===== src/rtl/ascon_ctrl_fsm_param.sv =====
// Ascon AEAD sequencing controller (Moore FSM) driving the round datapath.
// Phases: IDLE -> INIT -> (WAIT_AD/AD)* -> (WAIT_TXT/TXT)* -> WAIT_FIN -> FINAL.
// Owns its round and block counters; run-time AD/text block counts.
// Optional build macro ASCON_CTRL_ABORT_EN adds abort_i (return to IDLE).
module ascon_ctrl_fsm_param #(
  parameter int unsigned ROUNDS_A = 12,
  parameter int unsigned ROUNDS_B = 6,
  parameter int unsigned BLK_W    = 4
) (
  input  logic             clock_i,
  input  logic             resetb_i,
`ifdef ASCON_CTRL_ABORT_EN
  input  logic             abort_i,
`endif
  input  logic             start_i,
  input  logic [BLK_W-1:0] nb_ad_i,
  input  logic [BLK_W-1:0] nb_txt_i,
  input  logic             data_valid_i,
  output logic             data_ready_o,
  output logic             en_reg_data_o,
  output logic             input_mode_o,
  output logic             en_reg_state_o,
  output logic [3:0]       round_o,
  output logic [BLK_W-1:0] bloc_o,
  output logic [1:0]       bypass_xor_begin_o,
  output logic [1:0]       bypass_xor_end_o,
  output logic             dom_sep_o,
  output logic             en_reg_cipher_o,
  output logic             cipher_valid_o,
  output logic             en_reg_tag_o,
  output logic             end_init_o,
  output logic             end_associate_o,
  output logic             end_o,
  output logic             busy_o
);

  typedef enum logic [2:0] {
    IDLE, INIT, WAIT_AD, AD, WAIT_TXT, TXT, WAIT_FIN, FINAL
  } state_t;

  localparam logic [3:0] LAST_A = 4'(ROUNDS_A - 1);
  localparam logic [3:0] LAST_B = 4'(ROUNDS_B - 1);
  localparam logic [BLK_W-1:0] ONE_BLK = BLK_W'(1);

  state_t           state_q, state_d;
  logic [3:0]       round_q, round_d;
  logic [BLK_W-1:0] bloc_q, bloc_d;
  logic [BLK_W-1:0] nb_ad_q, nb_ad_d;
  logic [BLK_W-1:0] nb_txt_q, nb_txt_d;
  logic             cipher_valid_q;
  logic [BLK_W-1:0] bloc_inc;
  logic             first_round;

  assign bloc_inc    = bloc_q + ONE_BLK;
  assign first_round = (round_q == '0);

  // State, counters, latched block counts and the delayed cipher strobe
  always_ff @(posedge clock_i or negedge resetb_i) begin
    if (!resetb_i) begin
      state_q        <= IDLE;
      round_q        <= '0;
      bloc_q         <= '0;
      nb_ad_q        <= '0;
      nb_txt_q       <= '0;
      cipher_valid_q <= 1'b0;
    end else begin
      state_q        <= state_d;
      round_q        <= round_d;
      bloc_q         <= bloc_d;
      nb_ad_q        <= nb_ad_d;
      nb_txt_q       <= nb_txt_d;
      cipher_valid_q <= en_reg_cipher_o;
    end
  end

  // Next-state, counter update and Moore output decode
  always_comb begin
    state_d            = state_q;
    round_d            = '0;
    bloc_d             = bloc_q;
    nb_ad_d            = nb_ad_q;
    nb_txt_d           = nb_txt_q;
    data_ready_o       = 1'b0;
    input_mode_o       = 1'b0;
    en_reg_state_o     = 1'b0;
    bypass_xor_begin_o = 2'b00;
    bypass_xor_end_o   = 2'b00;
    dom_sep_o          = 1'b0;
    en_reg_cipher_o    = 1'b0;
    en_reg_tag_o       = 1'b0;
    end_init_o         = 1'b0;
    end_associate_o    = 1'b0;
    end_o              = 1'b0;

    case (state_q)
      IDLE: begin
        if (start_i) begin
          state_d  = INIT;
          nb_ad_d  = nb_ad_i;
          nb_txt_d = (nb_txt_i == '0) ? ONE_BLK : nb_txt_i;
          bloc_d   = '0;
        end
      end

      INIT: begin
        en_reg_state_o = 1'b1;
        input_mode_o   = first_round;
        if (round_q == LAST_A) begin
          bypass_xor_end_o = 2'b01;
          end_init_o       = 1'b1;
          // With no AD the domain separation lands at the end of init
          if (nb_ad_q == '0) begin
            dom_sep_o       = 1'b1;
            end_associate_o = 1'b1;
            state_d         = WAIT_TXT;
          end else begin
            state_d = WAIT_AD;
          end
        end else begin
          round_d = round_q + 4'd1;
        end
      end

      WAIT_AD: begin
        data_ready_o = 1'b1;
        if (data_valid_i) state_d = AD;
      end

      AD: begin
        en_reg_state_o = 1'b1;
        if (first_round) bypass_xor_begin_o = 2'b01;
        if (round_q == LAST_B) begin
          if (bloc_inc == nb_ad_q) begin
            dom_sep_o       = 1'b1;
            end_associate_o = 1'b1;
            bloc_d          = '0;
            state_d         = WAIT_TXT;
          end else begin
            bloc_d  = bloc_inc;
            state_d = WAIT_AD;
          end
        end else begin
          round_d = round_q + 4'd1;
        end
      end

      WAIT_TXT: begin
        data_ready_o = 1'b1;
        // A single text block goes straight to FINAL
        if (data_valid_i) state_d = (nb_txt_q == ONE_BLK) ? FINAL : TXT;
      end

      TXT: begin
        en_reg_state_o = 1'b1;
        if (first_round) begin
          bypass_xor_begin_o = 2'b01;
          en_reg_cipher_o    = 1'b1;
        end
        if (round_q == LAST_B) begin
          bloc_d  = bloc_inc;
          state_d = (bloc_inc == (nb_txt_q - ONE_BLK)) ? WAIT_FIN : WAIT_TXT;
        end else begin
          round_d = round_q + 4'd1;
        end
      end

      WAIT_FIN: begin
        data_ready_o = 1'b1;
        if (data_valid_i) state_d = FINAL;
      end

      FINAL: begin
        en_reg_state_o = 1'b1;
        if (first_round) begin
          bypass_xor_begin_o = 2'b10;
          en_reg_cipher_o    = 1'b1;
        end
        if (round_q == LAST_A) begin
          bypass_xor_end_o = 2'b11;
          en_reg_tag_o     = 1'b1;
          end_o            = 1'b1;
          bloc_d           = '0;
          state_d          = IDLE;
        end else begin
          round_d = round_q + 4'd1;
        end
      end

      default: state_d = IDLE;
    endcase

`ifdef ASCON_CTRL_ABORT_EN
    // Abort overrides every transition; this cycle's enables are left intact
    if (abort_i && (state_q != IDLE)) begin
      state_d  = IDLE;
      round_d  = '0;
      bloc_d   = '0;
      nb_ad_d  = '0;
      nb_txt_d = '0;
    end
`endif
  end

  assign en_reg_data_o  = data_ready_o & data_valid_i;
  assign round_o        = round_q;
  assign bloc_o         = bloc_q;
  assign cipher_valid_o = cipher_valid_q;
  assign busy_o         = (state_q != IDLE);

endmodule

===== config.mk =====
export PLATFORM = sky130hd
export DESIGN_NAME = ascon_ctrl_fsm_param
export DESIGN_NICKNAME = d
export VERILOG_FILES = /design/src/rtl/ascon_ctrl_fsm_param.sv
export SDC_FILE = /design/constraint.sdc
export NUM_CORES = 1
export LEC_CHECK = 0
export ABC_AREA = 1
export BUFFER_PORTS_ARGS = -buffer_cell sky130_fd_sc_hd__buf_2
export CORE_UTILIZATION = 48
export DETAILED_ROUTE_END_ITERATION = 7
export PLACE_DENSITY = 0.76
export SKIP_LAST_GASP = 1
export SYNTH_ARGS = -nofsm -noshare
export SYNTH_HDL_FRONTEND = slang
export SYNTH_SLANG_ARGS = --single-unit

===== constraint.sdc =====
create_clock -name clock_i -period 3.6 [get_ports clock_i]
set_clock_uncertainty 0.05 [all_clocks]
set_input_delay 0.18 -clock clock_i [delete_from_list [all_inputs] [get_ports clock_i]]
set_output_delay 0.18 -clock clock_i [all_outputs]
set_load 0.005 [all_outputs]

==> summary.log, run 1 <==
qor: run_status.outcome finished clean
qor: clocking.cts_resized 0
qor: power_and_ir_drop.power.net_switching 0.639 mW
qor: worst_setup_path.path_delay_family flip-flops
qor: power_and_ir_drop.fin_total_pwr 1.29 mW
qor: clocking.cts_htree_levels 1
qor: floorplanning.row_count 19
qor: global_routing.grt_first_pass_wirelength 5.46 mm
qor: sta.report.final.hold_viol_count 0
qor: power_and_ir_drop.power_per_cell_area 758 mW/mm2
qor: synthesis.ys_seq_area_frac 0.337
qor: placement.place_worst_setup_slack 1.64 ns
qor: sta.post-route-min-period 2.32 ns
qor: global_routing.initial_antenna_violation_count 0
qor: routing.antenna_left 0
qor: synthesis.synthesis.nets 235
qor: sta.number_of_setup_violations_in_the_final_report 0
qor: synthesis.synthDistinctLibCells 29
qor: sta.worst_pin_slew 0.579 ns
qor: routing.routed_wirelength 3.14 mm
qor: finish.area.growth.synth_to_final 14.3%
qor: worst_setup_path.critical_path_arrival 2.09 ns
qor: floorplanning.io_pins 36
qor: clocking.max-clock-path-buffers 2
qor: finish.final_util 0.595
qor: hold_path.worstHoldPathCells 3
qor: synthesis.synth_xor_area_frac 0.0236
qor: synthesis.synth_top_cell_by_area sky130_fd_sc_hd__dfrtp_1
qor: synthesis.adder_cell_share_of_the_synthesized_area 0.0506
qor: routing.avgViaCountPerCell 5.02
qor: clocking.cts-buffers-inserted 3
qor: floorplanning.fp.dieArea 0.00332 mm2
qor: floorplanning.floorplan.core_area 0.00285 mm2
qor: routing.drt_first_pass_iters 4
qor: clocking.clk_latency 0.31 ns
qor: sta.timing_max_transition_violations_final 0
qor: worst_setup_path.worst-path-stages 8
qor: synthesis.yosys.area_share.simple 0.404
qor: global_routing.grt_max_degree 21
qor: power_and_ir_drop.share_seq_of_total_power 0.326
qor: finish.final_common_cell sky130_fd_sc_hd__nand2_1
qor: synthesis.synthesis.instances 217
qor: worst_setup_path.critical_path.n_buffers_inverters 2
qor: synthesis.postSynthRegisterBits 20
qor: worst_setup_path.r2r_cells 4
qor: synthesis.synthesis.area_per_instance 6.84 um2
qor: worst_setup_path.path_class reg -> out
qor: power_and_ir_drop.clock_power_share 0.105
qor: routing.detailroute.via_count 1,412
qor: power_and_ir_drop.power_report.internal_total 0.646 mW
qor: worst_setup_path.setup.worst_path.end_class primary output
qor: hold_path.worst_min_delay_path_class in -> reg
qor: global_routing.via_count_of_the_first_global_routing_pass 1,264
qor: power_and_ir_drop.switching_share 0.497
qor: routing.wl_per_cell 11.2 um
qor: power_and_ir_drop.power.leakage 0.967 nW
qor: clocking.cts.sink_count 20
qor: synthesis.synth.top_cell.area_share 0.337
qor: worst_setup_path.critical_path_required 3.37 ns
qor: power_and_ir_drop.irDropWorstVdd 426 uV
qor: finish.final_cell_mix sky130_fd_sc_hd__nand2_1 (66), sky130_fd_sc_hd__buf_2 (35), sky130_fd_sc_hd__inv_1 (28), sky130_fd_sc_hd__nor2_1 (28), sky130_fd_sc_hd__dfrtp_1 (20)
qor: synthesis.post_syn_area 0.00148 mm2
qor: finish.numnets_final 269
qor: floorplanning.floorplan.initialDensity 0.520
qor: worst_setup_path.critPathSlowestCell sky130_fd_sc_hd__dfrtp_1
qor: placement.dp_hpwl 2.49 mm
qor: synthesis.post_synth_mux_area_share 0
qor: worst_setup_path.cpMostUsedCell sky130_fd_sc_hd__nand2_1
qor: finish.diodes 0
qor: clocking.clk_transition_reported_paths 0.12 ns
qor: global_routing.total_routing_usage_reported_by_global_routing 0.213
qor: worst_setup_path.worst-path-max-fanout 10
qor: sta.worst_slack 1.28 ns
qor: routing.detail_route.iter0.violations 60
qor: placement.place.gp.congestion 0.883
qor: worst_setup_path.startpoint_type_of_the_worst_setup_path flop
qor: synthesis.warnings_from_yosys 0
qor: synthesis.synth_top_family_by_area simple AND/OR/NAND/NOR gates
qor: clocking.cts.root.buffer_cell sky130_fd_sc_hd__clkbuf_4
qor: synthesis.compound_gate_portion_of_the_synthesized_area 0.0700
qor: finish.final_layout_size_suffix_gt1_frac 0.228
qor: sta.worst_slew_margin_rel 0.613
qor: synthesis.netlist_top_cells_area sky130_fd_sc_hd__dfrtp_1 (34%), sky130_fd_sc_hd__nand2_1 (17%), sky130_fd_sc_hd__inv_1 (7.1%), sky130_fd_sc_hd__nor2_1 (7.1%), sky130_fd_sc_hd__nand3_1 (5.4%)
qor: global_routing.globalRoute.totalOverflow 0
qor: sta.fin_tns_setup 0 ns
qor: sta.setup_repair_after_global_routing_missed_its_margin false
qor: worst_setup_path.worst_path_largest_cell_delay 0.51 ns
qor: run.cap_viol_max_count 0
qor: power_and_ir_drop.p_comb_frac 0.569
qor: floorplanning.die_width 57.6 um
qor: worst_setup_path.path_cells ha_1, inv_1, nand2_1, nand3_1, nor2_1, nand2_1, o31ai_1, buf_2
qor: sta.max_clock_freq 0.431 GHz
qor: clocking.tritoncts built
qor: placement.numPortBuffers 35
qor: sta.finalCritPeriodShare 0.645
qor: routing.drc 0
qor: floorplanning.fp.dieH 57.6 um
[cells in the mapped netlist]
library cell / instances
sky130_fd_sc_hd__nand2_1: 66
sky130_fd_sc_hd__xnor2_1: 2
sky130_fd_sc_hd__buf_6: 1
sky130_fd_sc_hd__inv_2: 3
sky130_fd_sc_hd__o31ai_1: 1
sky130_fd_sc_hd__o21ai_0: 4
sky130_fd_sc_hd__nand3_1: 16
sky130_fd_sc_hd__or2_4: 1
sky130_fd_sc_hd__nand2_4: 5
sky130_fd_sc_hd__o21ai_2: 1
sky130_fd_sc_hd__nand3_2: 1
sky130_fd_sc_hd__clkbuf_1: 1
sky130_fd_sc_hd__nand4_4: 1
sky130_fd_sc_hd__a21oi_1: 10
sky130_fd_sc_hd__nand2_2: 2
sky130_fd_sc_hd__inv_4: 1
sky130_fd_sc_hd__a211oi_1: 1
sky130_fd_sc_hd__nor2_2: 2
sky130_fd_sc_hd__nor3_1: 3
sky130_fd_sc_hd__buf_4: 3
sky130_fd_sc_hd__buf_2: 2
sky130_fd_sc_hd__inv_1: 28
sky130_fd_sc_hd__nor2_4: 1
sky130_fd_sc_hd__nand4_1: 3
sky130_fd_sc_hd__xor2_1: 2
sky130_fd_sc_hd__nor2_1: 28
sky130_fd_sc_hd__ha_1: 6
sky130_fd_sc_hd__dfrtp_1: 20
sky130_fd_sc_hd__o21ai_1: 2
[kinds of logic (layout without fill, tap and decap cells)]
| kind of cell | after synthesis | after routing |
|---|---|---|
| AO/OA/AOI/OAI | 19 | 19 |
| XOR/XNOR | 4 | 4 |
| adder cells (fa/ha/maj) | 6 | 6 |
| buffers and inverters | 39 | 72 |
| flip-flops | 20 | 20 |
| AND/OR/NAND/NOR | 129 | 129 |
[sequential cells by signal, summed over array words and instances (netlist names)]
register	cells
bloc_o	4
cipher_valid_o	1
round_o	4
nb_ad_q	4
nb_txt_q	4
state_q	3
[through the flow]
stage,std cells,hold WS [ns],cell area (um2)
finish,281,0.0630,1700
global route,281,0.0856,1700
CTS,281,0.0683,1700
detailed placement,276,0.114,1650
global placement,276,0.112,1650
floorplan,217,-0.166,1480
[path summary, 6_finish.rpt]
check	from	to	slack, ns
worst min-delay path	nb_ad_i[1]	nb_ad_q[1]	0.06
worst max-delay path	bloc_o[0]	end_associate_o	1.28
min in group asynchronous	resetb_i	state_q[0]	0.28
worst min register to register	round_o[0]	round_o[0]	0.49
max in group asynchronous	resetb_i	nb_ad_q[0]	2.91
worst max register to register	state_q[0]	nb_txt_q[0]	1.86
[routing by layer]
layer | part of all wire | track usage | up-vias
li1 | - | - | 740
met5 | 0 | 0 | -
met2 | 0.47 | 0.347 | 30
met3 | 0.033 | 0.0204 | 7
met4 | 0.020 | 0.0976 | 0
met1 | 0.48 | 0.286 | 635
[what timing repair did]
action / 4_1_cts / 5_1_grt
hold buffers: 1 / 0
hold endpoints to repair: 20 / 0
buffers inserted: 0 / 0
[cell type report]
cell class | count | area (um2)
Multi-Input combinational cell | 158 | 813
Fill cell | 292 | 1160
Inverter | 32 | 123
Sequential cell | 20 | 500
Timing Repair Buffer | 36 | 185
Clock buffer | 4 | 36.3
Tap cell | 31 | 38.8
[power groups by stage]
stage | logic (mW) | clock network (mW) | registers, mW
detailed placement | 0.735 | 0 | 0.422
global route | 0.837 | 0.147 | 0.434
CTS | 0.740 | 0.135 | 0.418
floorplan | 0.605 | 0 | 0.382
finish | 0.732 | 0.134 | 0.419
global placement | 0.728 | 0 | 0.417
[tightest hold or removal path: cells and delay by family]
kind	cells	cell delay [ns]
AOI/OAI and AO/OA	1	0.10
buffers and inverters	1	0.07
and+or+nand+nor	1	0.03
(Power assumes the default switching activity.)
==> run 2, diff against run 1 <==
==> constraint.sdc (replaced) <==
create_clock -name clock_i -period 2.15 [get_ports clock_i]
set_clock_uncertainty 0.05 [all_clocks]
set_input_delay 0.1075 -clock clock_i [delete_from_list [all_inputs] [get_ports clock_i]]
set_output_delay 0.1075 -clock clock_i [all_outputs]
set_load 0.005 [all_outputs]
==> run 2 against run 1 <==
Cell count grew 3.2%. Register-to-register slack lost 1.4 ns. Critical path depth is the same. Die area is the same. Clock power grew 140%. Final area grew 6.9%. Sequential cell count is the same. Critical path type unchanged. Largest cell class unchanged.
==> summary.log, run 2 (synthesis results as in run 1) <==
qor: worst_setup_path.worst_r2r_endpoint nb_txt_q[0]
qor: run_status.outcome finished clean
qor: placement.numPortBuffers 35
qor: finish.final_layout_size_suffix_gt1_frac 0.239
qor: routing.route.top_layer_used met4
qor: routing.drc 0
qor: sta.worst_pin_slew 0.579 ns
qor: clocking.cts.sink_count 20
qor: routing.met1_length 1.52 mm
qor: worst_setup_path.setup.worst_path.end_class primary output
qor: finish.final_cell_mix sky130_fd_sc_hd__nand2_1 (66), sky130_fd_sc_hd__buf_2 (35), sky130_fd_sc_hd__inv_1 (28), sky130_fd_sc_hd__nor2_1 (28), sky130_fd_sc_hd__dfrtp_1 (20)
qor: finish.final_util 0.636
qor: worst_setup_path.path_cells ha_4, inv_1, nand2_1, nand3_1, nor2_1, nand2_1, o31ai_2, buf_2
qor: worst_setup_path.startpoint_type_of_the_worst_setup_path flop
qor: global_routing.via_count_of_the_first_global_routing_pass 1,358
qor: clocking.tritoncts built
qor: floorplanning.floorplan.initialDensity 0.520
qor: sta.finalCritPeriodShare 0.980
qor: clocking.clk_transition_reported_paths 0.14 ns
qor: clocking.cts_htree_levels 1
qor: worst_setup_path.cpMostUsedCell sky130_fd_sc_hd__nand2_1
qor: worst_setup_path.worst_path_largest_cell_delay 0.46 ns
qor: placement.place.gp.congestion 0.883
qor: finish.area.growth.synth_to_final 22.2%
qor: placement.place_worst_setup_slack 0.347 ns
qor: routing.drt_first_pass_iters 5
qor: routing.detail_route.iter0.violations 68
qor: routing.met2WireLength 1.80 mm
qor: hold_path.whs_endpoint nb_txt_q[3]
qor: finish.diodes 0
qor: global_routing.initial_antenna_violation_count 0
qor: power_and_ir_drop.irDropWorstVdd 1040 uV
qor: clocking.clk_latency 0.32 ns
qor: sta.worst_slew_margin_rel 0.613
qor: finish.numnets_final 278
qor: hold_path.worst_min_delay_path_class in -> reg
qor: worst_setup_path.critPathSlowestCell sky130_fd_sc_hd__dfrtp_1
qor: sta.max_clock_freq 0.475 GHz
qor: hold_path.worst_hold_startpoint nb_txt_i[3]
qor: sta.fin_tns_setup 0 ns
qor: sta.report.final.hold_viol_count 0
qor: global_routing.grt_max_degree 21
qor: worst_setup_path.rr_startpoint state_q[0]
qor: worst_setup_path.critical_path_arrival 1.95 ns
qor: finish.final_common_cell sky130_fd_sc_hd__nand2_1
qor: worst_setup_path.setup.reg_to_reg.worst_slack 0.44 ns
qor: clocking.cts.root.buffer_cell sky130_fd_sc_hd__clkbuf_4
qor: floorplanning.fp.dieH 57.6 um
qor: sta.number_of_setup_violations_in_the_final_report 0
qor: routing.detailroute.via_count 1,461
qor: power_and_ir_drop.power_per_cell_area 1280 mW/mm2
qor: worst_setup_path.path_class reg -> out
qor: sta.worst_slack 0.0433 ns
qor: routing.met3RoutedLength 177 um
qor: run.cap_viol_max_count 0
qor: worst_setup_path.worst-path-max-fanout 4
qor: floorplanning.io_pins 36
qor: floorplanning.floorplan.core_area 0.00285 mm2
qor: routing.routed_wirelength 3.59 mm
qor: global_routing.globalRoute.totalOverflow 0
qor: clocking.max-clock-path-buffers 2
qor: worst_setup_path.critical_path_required 1.99 ns
qor: floorplanning.fp.dieArea 0.00332 mm2
qor: routing.antenna_left 0
qor: floorplanning.row_count 19
qor: routing.wl_per_cell 12.4 um
qor: sta.post-route-min-period 2.11 ns
qor: floorplanning.die_width 57.6 um
qor: global_routing.grt_first_pass_wirelength 5.77 mm
qor: hold_path.worstHoldPathCells 3
qor: clocking.cts-buffers-inserted 3
qor: worst_setup_path.r2r_cells 4
qor: placement.dp_hpwl 2.54 mm
qor: routing.avgViaCountPerCell 5.04
qor: sta.timing_max_transition_violations_final 0
qor: power_and_ir_drop.power.leakage 1.01 nW
qor: global_routing.total_routing_usage_reported_by_global_routing 0.227
run 2: where the power goes:
group / total [mW] / switching, mW / leakage [nW] / internal (mW)
registers: 0.681 / 0.168 / 0.247 / 0.513
clock network: 0.323 / 0.134 / 0.0279 / 0.189
logic: 1.32 / 0.816 / 0.740 / 0.508
total: 2.33 / 1.12 / 1.01 / 1.21
run 2: what timing repair did:
action | in CTS | in global routing
resized for setup | 1 | 1
endpoints found under the hold margin | 26 | 0
endpoints found under the setup margin | 2 | 2
buffers inserted | 0 | 2
hold buffers | 7 | 0
run 2: worst max-delay path by stage:
stage	end	startpoint	depth (start not counted)
finish	dom_sep_o	bloc_o[1]	8
detailed placement	dom_sep_o	bloc_o[1]	8
CTS	dom_sep_o	bloc_o[1]	8
global route	dom_sep_o	bloc_o[1]	8
floorplan	end_associate_o	bloc_o[1]	8
global placement	end_associate_o	bloc_o[1]	8
run 2: metal layers:
metal / up-vias / track usage
li1: 751 / -
met1: 655 / 0.260
met2: 45 / 0.407
met3: 10 / 0.0590
met4: 0 / 0.0767
met5: - / 0
run 2: area by class of cell:
| cell class | instances | area (um2) |
|---|---|---|
| Clock buffer | 3 | 22.5 |
| Clock inverter | 1 | 30.0 |
| Fill cell | 281 | 1040 |
| Inverter | 32 | 123 |
| Multi-Input combinational cell | 158 | 831 |
| Sequential cell | 20 | 500 |
| Tap cell | 31 | 38.8 |
| Timing Repair Buffer | 45 | 268 |
run 2: through the flow:
stage	instances	cell area (um2)	hold slack, ns	power (mW)
6_report	290	1810	0.00984	2.33
5_1_grt	290	1810	0.0277	2.55
4_1_cts	288	1790	0.0109	2.30
3_5_place_dp	277	1660	0.0426	1.95
3_3_place_gp	277	1660	0.0432	1.93
2_1_floorplan	217	1480	-0.238	1.65
run 2: critical path: cells and delay by family, from the launching register on:
kind	cells	cell delay, ns
buffers and inverters	2	0.23
adder cells (fa/ha/maj)	1	0.31
AND/OR/NAND/NOR	4	0.38
flip-flops	1	0.46
AO/OA/AOI/OAI	1	0.25
==> run 3, diff against run 2 <==
--- a/config.mk
+++ b/config.mk
@@ -7,6 +7,7 @@
 export LEC_CHECK = 0
 export ABC_AREA = 1
 export BUFFER_PORTS_ARGS = -buffer_cell sky130_fd_sc_hd__buf_2
+export CORE_ASPECT_RATIO = 1.1
 export CORE_UTILIZATION = 48
 export DETAILED_ROUTE_END_ITERATION = 7
 export PLACE_DENSITY = 0.76
@@ -14,3 +15,4 @@
 export SYNTH_ARGS = -nofsm -noshare
 export SYNTH_HDL_FRONTEND = slang
 export SYNTH_SLANG_ARGS = --single-unit
+export TNS_END_PERCENT = 50
==> run 3 against run 2 <==
Combinational power down 4%. Worst setup slack better by 0.10 ns. Count of clock-buffer cells in the layout unchanged. First-iteration DRC count down 34%. Total power down 7.4%. Critical path type unchanged. Highest routed layer unchanged.
==> summary.log, run 3 (synthesis results as in run 1) <==
qor: global_routing.via_count_of_the_first_global_routing_pass 1,258
qor: routing.met2WireLength 1.69 mm
qor: clocking.cts.sink_count 20
qor: routing.avgViaCountPerCell 4.92
qor: finish.final_layout_size_suffix_gt1_frac 0.249
qor: global_routing.grt_first_pass_wirelength 5.19 mm
qor: routing.met1_length 1.45 mm
qor: floorplanning.io_pins 36
qor: power_and_ir_drop.fin_total_pwr 2.16 mW
qor: routing.met3RoutedLength 88 um
qor: placement.place.gp.congestion 0.864
qor: worst_setup_path.worst-path-max-fanout 7
qor: worst_setup_path.setup.reg_to_reg.worst_slack 0.49 ns
qor: sta.worst_pin_slew 0.482 ns
qor: floorplanning.fp.dieArea 0.00332 mm2
qor: routing.detail_route.iter0.violations 45
qor: clocking.tritoncts built
qor: sta.fin_tns_setup 0 ns
qor: finish.multiInputGateArea 818 um2
qor: floorplanning.floorplan.core_area 0.00285 mm2
qor: worst_setup_path.setup.worst_path.end dom_sep_o
qor: routing.drc 0
qor: placement.dp_hpwl 2.48 mm
qor: worst_setup_path.critPathSlowestCell sky130_fd_sc_hd__dfrtp_2
qor: worst_setup_path.critical_path_arrival 1.85 ns
qor: finish.numnets_final 277
qor: clocking.cts.root.buffer_cell sky130_fd_sc_hd__clkbuf_4
qor: worst_setup_path.path_delay_family flip-flops
qor: worst_setup_path.setup.worst_path.end_class primary output
qor: floorplanning.floorplan.initialDensity 0.520
qor: worst_setup_path.path_class reg -> out
qor: worst_setup_path.worst_r2r_endpoint bloc_o[0]
qor: finish.seqCellArea 503 um2
qor: worst_setup_path.rr_startpoint bloc_o[0]
qor: worst_setup_path.critical_path.n_buffers_inverters 2
qor: sta.timing_max_transition_violations_final 0
qor: routing.detailroute.via_count 1,426
qor: clocking.max-clock-path-buffers 2
qor: routing.wl_per_cell 11.2 um
qor: finish.final_cell_mix sky130_fd_sc_hd__nand2_1 (66), sky130_fd_sc_hd__buf_2 (35), sky130_fd_sc_hd__inv_1 (28), sky130_fd_sc_hd__nor2_1 (28), sky130_fd_sc_hd__dfrtp_1 (18)
qor: clocking.cts_htree_levels 1
qor: power_and_ir_drop.power.leakage 0.996 nW
qor: sta.finalCritPeriodShare 0.933
qor: worst_setup_path.path_cells ha_1, inv_1, nand2_1, nand3_1, nor2_1, nand2_1, o31ai_2, buf_2
qor: run.cap_viol_max_count 0
qor: power_and_ir_drop.power_per_cell_area 1220 mW/mm2
qor: sta.post-route-min-period 2.01 ns
qor: routing.antenna_left 0
qor: placement.numPortBuffers 35
qor: clocking.clk_latency 0.30 ns
qor: hold_path.worst_min_delay_path_class in -> reg
qor: global_routing.grt_max_degree 21
qor: finish.diodes 0
qor: worst_setup_path.critical_path_required 1.99 ns
qor: floorplanning.fp.dieH 60.3 um
qor: routing.route.top_layer_used met4
qor: global_routing.total_routing_usage_reported_by_global_routing 0.215
qor: routing.drt_first_pass_iters 4
qor: worst_setup_path.worst-path-stages 8
qor: worst_setup_path.timing.critical_path.from bloc_o[0]
qor: clocking.cts-buffers-inserted 3
qor: worst_setup_path.r2r_cells 10
qor: sta.worst_hold_slack 0.00425 ns
qor: sta.worst_slew_margin_rel 0.678
qor: finish.fill_cells 300
qor: global_routing.globalRoute.totalOverflow 0
qor: worst_setup_path.worst_path_largest_cell_delay 0.47 ns
qor: clocking.clk_transition_reported_paths 0.11 ns
qor: worst_setup_path.startpoint_type_of_the_worst_setup_path flop
qor: global_routing.initial_antenna_violation_count 0
qor: sta.setup_repair_after_global_routing_missed_its_margin false
qor: floorplanning.die_width 55.0 um
qor: sta.report.final.hold_viol_count 0
qor: finish.finalInstanceArea 0.00176 mm2
qor: sta.max_clock_freq 0.498 GHz
qor: finish.final_common_cell sky130_fd_sc_hd__nand2_1
qor: routing.routed_wirelength 3.24 mm
qor: power_and_ir_drop.irDropWorstVdd 973 uV
qor: sta.number_of_setup_violations_in_the_final_report 0
qor: worst_setup_path.cpMostUsedCell sky130_fd_sc_hd__nand2_1
qor: floorplanning.row_count 20
qor: run_status.outcome finished clean
qor: placement.dpl-instance-area 0.00166 mm2
qor: finish.area.growth.synth_to_final 18.6%
run 3: cell types whose count changed in the layout (fill, tap and decap cells not counted):
cell,delta
sky130_fd_sc_hd__dfrtp_1,-2
sky130_fd_sc_hd__ha_4,-1
sky130_fd_sc_hd__dlygate4sd3_1,-3
sky130_fd_sc_hd__buf_4,+2
sky130_fd_sc_hd__bufinv_16,-1
sky130_fd_sc_hd__ha_1,+1
sky130_fd_sc_hd__dfrtp_2,+2
run 3: worst min-delay path by stage:
| stage | depth (start not counted) | to | start | slack, ns |
|---|---|---|---|---|
| 2_1_floorplan | 0 | bloc_o[0] | resetb_i | -0.24 |
| 3_3_place_gp | 1 | round_o[1] | resetb_i | 0.04 |
| 3_5_place_dp | 1 | round_o[1] | resetb_i | 0.04 |
| 4_1_cts | 3 | nb_txt_q[0] | nb_txt_i[0] | 0.004 |
| 5_1_grt | 3 | nb_txt_q[1] | nb_txt_i[1] | 0.03 |
| 6_report | 3 | nb_txt_q[0] | nb_txt_i[0] | 0.004 |
run 3: where the power goes:
group,switching [mW],internal (mW)
clock,0.115,0.0652
sequential,0.185,0.516
combinational,0.773,0.502
total,1.07,1.08
run 3: layout make-up:
type                    instances  share of cell area
flip-flops and latches         20               0.286
repair buffers                 44               0.144
multi-input cells             158               0.465
inverters                      32              0.0697
clock buffers                   3              0.0128
well taps                      33              0.0235
run 3: routing by layer:
layer / up-vias / track usage
met5: - / 0
met4: 0 / 0.0536
met3: 2 / 0.0229
met2: 22 / 0.382
met1: 651 / 0.273
li1: 751 / -
run 3: stage by stage:
step | std cells | util | setup slack [ns]
global placement | 279 | 0.582 | 0.363
detailed placement | 279 | 0.582 | 0.326
global route | 290 | 0.617 | 0.000430
floorplan | 217 | - | 0.458
finish | 290 | 0.617 | 0.143
CTS | 286 | 0.604 | 0.0211
run 3: timing repair:
item | 4_1_cts | 5_1_grt
hold buffers | 4 | 0
gates resized for setup | 1 | 2
endpoints found under the setup margin | 2 | 2
endpoints found under the hold margin | 23 | 0
buffers inserted | 0 | 4
run 3: worst min-delay path: stages:
cell	delay, ns
sky130_fd_sc_hd__buf_2	0.07
sky130_fd_sc_hd__a211oi_1	0.04
sky130_fd_sc_hd__a21oi_1	0.10
